==> src/rtl/operand_loader_pkg.sv <==
// Shared types and widths for the operand loader.
// Optional button filtering is enabled with OPERAND_LOADER_DEBOUNCE_EN.
package operand_loader_pkg;

  localparam int unsigned DATA_W = 8;
  localparam int unsigned OP_W   = 4;

  typedef enum logic [1:0] {
    LOAD_A  = 2'd0,
    LOAD_B  = 2'd1,
    LOAD_OP = 2'd2,
    ISSUE   = 2'd3
  } state_t;

endpackage

==> src/rtl/operand_loader_button_debounce.sv <==
// Button conditioning: 2-flop synchronizer, optional stability filter
// (OPERAND_LOADER_DEBOUNCE_EN), and a single-cycle rising-edge pulse.
module button_debounce #(
  parameter int unsigned DEBOUNCE_CYCLES = 16
) (
  input  logic clock,
  input  logic reset,
  input  logic btn,
  output logic pulse
);

  logic sync1, sync2;
  logic live1, live2;
  logic level, level_d;
  logic armed;

  // live2 marks that sync2 now carries real samples rather than reset values
  always_ff @(posedge clock or negedge reset) begin
    if (!reset) begin
      sync1 <= 1'b0;
      sync2 <= 1'b0;
      live1 <= 1'b0;
      live2 <= 1'b0;
    end else begin
      sync1 <= btn;
      sync2 <= sync1;
      live1 <= 1'b1;
      live2 <= live1;
    end
  end

`ifdef OPERAND_LOADER_DEBOUNCE_EN
  logic [15:0] cnt;

  always_ff @(posedge clock or negedge reset) begin
    if (!reset) begin
      level <= 1'b0;
      cnt   <= '0;
    end else if (sync2 != level) begin
      if (cnt == 16'(DEBOUNCE_CYCLES - 1)) begin
        level <= sync2;
        cnt   <= '0;
      end else begin
        cnt <= cnt + 16'd1;
      end
    end else begin
      cnt <= '0;
    end
  end
`else
  logic unused_cfg;
  assign unused_cfg = (DEBOUNCE_CYCLES != 0);
  assign level      = sync2;
`endif

  // A button held through reset must be seen released before any press counts
  always_ff @(posedge clock or negedge reset) begin
    if (!reset) begin
      armed   <= 1'b0;
      level_d <= 1'b0;
      pulse   <= 1'b0;
    end else begin
      armed   <= armed | (live2 & ~sync2 & ~level);
      level_d <= level;
      pulse   <= armed & level & ~level_d;
    end
  end

endmodule

==> src/rtl/operand_loader.sv <==
// Three-step operand entry (A, B, opcode) driven by enter/clear buttons,
// then a valid/ready command issue. Filter macro: OPERAND_LOADER_DEBOUNCE_EN.
module operand_loader
  import operand_loader_pkg::*;
#(
  parameter int unsigned DEBOUNCE_CYCLES = 16
) (
  input  logic              clock,
  input  logic              reset,
  input  logic              btn_enter,
  input  logic              btn_clear,
  input  logic [DATA_W-1:0] data_in,
  input  logic [OP_W-1:0]   selector,
  input  logic              cmd_ready,
  output logic              cmd_valid,
  output logic [DATA_W-1:0] A,
  output logic [DATA_W-1:0] B,
  output logic [OP_W-1:0]   op,
  output logic [1:0]        step
);

  state_t state;
  logic   enter_pulse, clear_pulse;

  button_debounce #(.DEBOUNCE_CYCLES(DEBOUNCE_CYCLES)) u_enter (
    .clock (clock),
    .reset (reset),
    .btn   (btn_enter),
    .pulse (enter_pulse)
  );

  button_debounce #(.DEBOUNCE_CYCLES(DEBOUNCE_CYCLES)) u_clear (
    .clock (clock),
    .reset (reset),
    .btn   (btn_clear),
    .pulse (clear_pulse)
  );

  assign step = state;

  always_ff @(posedge clock or negedge reset) begin
    if (!reset) begin
      state     <= LOAD_A;
      A         <= '0;
      B         <= '0;
      op        <= '0;
      cmd_valid <= 1'b0;
    end else if (clear_pulse) begin
      // Clear wins over enter; a coincident transfer still completes on this edge
      state     <= LOAD_A;
      A         <= '0;
      B         <= '0;
      op        <= '0;
      cmd_valid <= 1'b0;
    end else begin
      unique case (state)
        LOAD_A: if (enter_pulse) begin
          A     <= data_in;
          state <= LOAD_B;
        end
        LOAD_B: if (enter_pulse) begin
          B     <= data_in;
          state <= LOAD_OP;
        end
        LOAD_OP: if (enter_pulse) begin
          op        <= selector;
          state     <= ISSUE;
          cmd_valid <= 1'b1;
        end
        ISSUE: if (cmd_ready) begin
          state     <= LOAD_A;
          cmd_valid <= 1'b0;
        end
        default: begin
          state     <= LOAD_A;
          cmd_valid <= 1'b0;
        end
      endcase
    end
  end

endmodule

==> config.mk <==
export PLATFORM = sky130hd
export DESIGN_NAME = operand_loader
export DESIGN_NICKNAME = d
export VERILOG_FILES = /design/src/rtl/operand_loader_pkg.sv /design/src/rtl/operand_loader_button_debounce.sv /design/src/rtl/operand_loader.sv
export SDC_FILE = /design/constraint.sdc
export NUM_CORES = 1
export LEC_CHECK = 0
export ABC_CLOCK_PERIOD_IN_PS = 2200
export CORE_MARGIN = 5
export CORE_UTILIZATION = 35
export CTS_BUF_LIST = sky130_fd_sc_hd__clkbuf_2
export CTS_CLUSTER_SIZE = 30
export DETAILED_ROUTE_END_ITERATION = 10
export SLEW_MARGIN = 20
export SYNTH_ARGS = -nofsm -noshare
export SYNTH_HDL_FRONTEND = slang
export SYNTH_HIERARCHICAL = 1
export SYNTH_SLANG_ARGS = --single-unit
==> constraint.sdc <==
create_clock -name clock -period 2.2 [get_ports clock]
set_input_delay 0.33 -clock clock [delete_from_list [all_inputs] [get_ports clock]]
set_output_delay 0.33 -clock clock [all_outputs]
set_load 0.02 [all_outputs]
==> results by stage <==
Power:
- The internal portion of the total power is 1.22 mW.
- Of the total power, the share spent switching nets is 0.362.
- Dividing total power by cell area gives a power density of between 900 and 1000 nW/µm².
- The maximum resistive drop on vdd is around 0.44 mV.
- In this run the power spent charging and discharging nets is 692 µW.
- The part of the power in combinational logic is 0.391.
- Of the total power, registers draw 0.455.
- The standby leakage power is approximately 0.84 nW.
- The share of power burned in the clock network is 0.154.
- After layout, the design draws a total of about 1.9 mW.

STA:
- Adding up every negative setup slack in the final design gives 0 ps.
- Setup repair after global routing left no endpoint under its margin.
- The minimum period implied by the final worst setup slack is about 1800 ps.
- The largest clock skew in the final design is 24.4 ps.
- The maximum clock frequency is 0.559 GHz.
- The count of final max-slew check failures is 0.
- The number of hold-slack violations in the final timing report was 0.
- Setup violations remaining at the end of the flow were counted as 0.
- Of the available clock period, the critical path in the final layout requires 0.814.

Setup path:
- Data arrives at the worst endpoint at 1460 ps.
- The launching element type of the critical path is a flip-flop.
- The largest single stage delay on the critical path is about 640 ps.
- The required time of the worst setup path is approximately 1900 ps.
- Walking the worst path, the cells encountered are clkdlybuf4s50_1.
- The critical path start-end classification is flip-flop to primary output.
- The cell type of the slowest stage on the worst timing path is sky130_fd_sc_hd__clkdlybuf4s50_1.
- The buffering stage count on the worst path with inverters included is 1.
- In this run the number of cells on the critical path is 1.
- The count of cells along the worst register-to-register path is 5.
- The kind of cell with the highest combined delay along the critical path is buffers and inverters.
- The capturing element type of the critical path is a primary output.
- The largest fanout on the critical path is 5.

Cells and area:
- The number of antenna diodes in the final layout is 0.
- The share of final-layout standard cells stronger than drive strength 1 is 0.0778.
- Compared with the post-synthesis result, the final layout area differs by 31.9%.
- The count of nets after finishing is 200.
- The number of non-filler instances in the completed layout is between 200 and 250.

Synthesis:
- The number of nets in the synthesized netlist is 160.
- The number of library cell types mapped by synthesis is 20.
- The cell count after synthesis came out at roughly 140.
- The register area share after synthesis is 0.631.
- The synthesized cell area is around 1500 µm².
- The count of warnings emitted by yosys is 6.
- The mean cell area of the mapped netlist is 10.5 µm².
- The flip-flop and latch count after synthesis is 37.

Routing:
- After detailed routing, the number of remaining DRC violations is 0.
- Using the TritonRoute via totals, the vias-per-cell ratio works out to slightly below 5.
- The aggregate routed wire length is ~3.1 mm.
- The detail route stage leaves a number of antenna-violating nets equal to 0.
- The routed wire length per instance is 13.3 µm.
- In this run, the number of DRC markers left after iteration 0 of detailed routing was 44.
- The iteration count of the initial detailed-routing pass is 4.
- The detailed-route via count is around 1100.

Clocking:
- The clock transition time at the flip-flop clock pins of the worst setup and hold paths is roughly 190 ps.
- Hold repair after CTS inserted 0 buffers.
- The number of setup buffers added after CTS is 0.
- In this run, CTS created clock tree buffers numbering 5.
- The clock latency of the later-clocked register in the worst-skew pair is between 300 and 400 ps.
- The largest buffer count on any clock path is 2.
- The post-cts gate resize count is 0.
- The depth of the CTS H-tree is 2.
- The tree built by TritonCTS fans out to 37 sinks.
- The root buffer cell chosen for the clock tree is sky130_fd_sc_hd__clkbuf_2.
- The CTS tree is yes.

Placement:
- Buffers placed on the I/O ports in this run total 39.
- The congestion estimate from routability-driven global placement came to between 0.7 and 0.8.
- Detailed placement finished with a half-perimeter wire length of roughly 2.3 mm.
- Counting tap cells, the placed design contains a total of between 200 and 250 instances.

Status:
- The run finished with clean final reports.

Job:
- Max-cap violations in this run came to 0.

Global route:
- The initial antenna violation count was 0.
- The first global-routing pass estimated around 4.8 mm of wire.
- The overall overflow remaining after global route is 0.
- The total routing resource utilization after global routing is 0.115.
- The via count of the first global-routing pass is between 1000 and 1500.
- The pin count of the biggest net entering global routing is 38.

Floorplan:
- The vertical die dimension is 74.7 µm.
- The floorplan step set the die width to 74.7 µm.
- 40 I/O pins were placed.
- For this configuration, the core starts out at a cell density of 0.364.
- Row generation in the floorplan step produced 23 rows.
- The area of the core region is between 4000 and 5000 µm².
- The area enclosed by the die boundary is around 5600 µm².

Min path:
- The worst hold path belongs to the class primary input to asynchronous set/reset pin.
[worst paths after layout]
| check | endpoint | start | slack [ps] |
|---|---|---|---|
| max | step[0] | step[0] | 410 |
| min | B[0] | reset | 350 |
| max reg2reg | step[0] | step[0] | 490 |
| min reg2reg | u_clear/level | u_clear/sync1 | 370 |
| max in group asynchronous | op[1] | reset | 1500 |
| min in group clock | u_clear/level | u_clear/sync1 | 370 |
[registers in the layout, summed over array words and instances, names as in the netlist, 2 cells and up]
name,flops
A,8
step,2
B,8
op,4
[kinds of logic after synthesis]
family	after synthesis	synth area share
compound gates	26	0.0990
fa+ha+maj	4	0.0341
buf+inv	14	0.0452
flops	37	0.631
mux	2	0.0145
other cells	2	0.00512
simple gates	54	0.171
[cell type report]
cell class                 count  area (µm²)
clock buffer                   6        30.0
fill                         394        2090
clock inverter                 2        10.0
timing repair buffer          42         413
sequential                    37         926
inverter                       5        18.8
multi-input combinational     88         474
tap                           50        62.6
[Yosys cell counts]
| cell | count | area share |
|---|---|---|
| sky130_fd_sc_hd__a21o_1 | 2 | 0.010 |
| sky130_fd_sc_hd__a21oi_1 | 22 | 0.075 |
| sky130_fd_sc_hd__a2bb2oi_2 | 1 | 0.010 |
| sky130_fd_sc_hd__buf_2 | 5 | 0.017 |
| sky130_fd_sc_hd__buf_6 | 1 | 0.0077 |
| sky130_fd_sc_hd__clkbuf_1 | 3 | 0.0077 |
| sky130_fd_sc_hd__conb_1 | 2 | 0.0051 |
| sky130_fd_sc_hd__dfrtp_1 | 37 | 0.63 |
| sky130_fd_sc_hd__ha_1 | 4 | 0.034 |
| sky130_fd_sc_hd__inv_1 | 5 | 0.013 |
| sky130_fd_sc_hd__mux2_1 | 1 | 0.0077 |
| sky130_fd_sc_hd__mux2i_1 | 1 | 0.0068 |
| sky130_fd_sc_hd__nand2_1 | 25 | 0.064 |
| sky130_fd_sc_hd__nand2b_1 | 2 | 0.0085 |
| sky130_fd_sc_hd__nand3_1 | 20 | 0.068 |
| sky130_fd_sc_hd__nor2_1 | 4 | 0.010 |
| sky130_fd_sc_hd__nor2b_1 | 1 | 0.0043 |
| sky130_fd_sc_hd__nor3_4 | 1 | 0.011 |
| sky130_fd_sc_hd__o21ai_0 | 1 | 0.0034 |
| sky130_fd_sc_hd__or2_2 | 1 | 0.0043 |
[metal layers]
layer  vias to the layer above  global-route usage  wire, µm
met5                         -                   0         0
met4                         0              0.0356        46
met3                         8              0.0467       279
met2                        42               0.193      1450
met1                       523               0.135      1280
li1                        536                   -         -
[placed cells by master (no fill, tap or decap)]
cell type / count
sky130_fd_sc_hd__clkinv_2: 2
sky130_fd_sc_hd__conb_1: 2
sky130_fd_sc_hd__nand2b_1: 2
sky130_fd_sc_hd__or2_2: 1
sky130_fd_sc_hd__nor3_4: 1
sky130_fd_sc_hd__clkbuf_2: 6
sky130_fd_sc_hd__dfrtp_1: 37
sky130_fd_sc_hd__buf_4: 3
sky130_fd_sc_hd__nor2_1: 4
sky130_fd_sc_hd__nor2b_1: 1
sky130_fd_sc_hd__mux2_1: 1
sky130_fd_sc_hd__a2bb2oi_2: 1
sky130_fd_sc_hd__mux2i_1: 1
sky130_fd_sc_hd__inv_1: 5
sky130_fd_sc_hd__a21o_1: 2
sky130_fd_sc_hd__a21oi_1: 22
sky130_fd_sc_hd__o21ai_0: 1
sky130_fd_sc_hd__clkdlybuf4s50_1: 39
sky130_fd_sc_hd__ha_1: 4
sky130_fd_sc_hd__nand3_1: 20
sky130_fd_sc_hd__nand2_1: 25
[power groups by stage]
| stage | combinational (mW) | clock (mW) | sequential, mW |
|---|---|---|---|
| finish | 0.749 | 0.294 | 0.871 |
| global route | 0.829 | 0.336 | 0.889 |
| CTS | 0.760 | 0.306 | 0.874 |
| detailed placement | 0.758 | 0 | 0.888 |
| global placement | 0.745 | 0 | 0.879 |
| floorplan | 0.337 | 0 | 1.00 |
[per-stage QoR]
step	cell area, µm²	utilization	setup WS [ps]	hold slack [ps]
2_1_floorplan	1470	-	469	34.4
6_report	1930	0.480	410	355
5_1_grt	1930	0.480	300	313
4_1_cts	1930	0.480	352	336
3_5_place_dp	1890	0.470	508	337
3_3_place_gp	1890	0.470	595	334
Power figures use the tool's default switching activity.
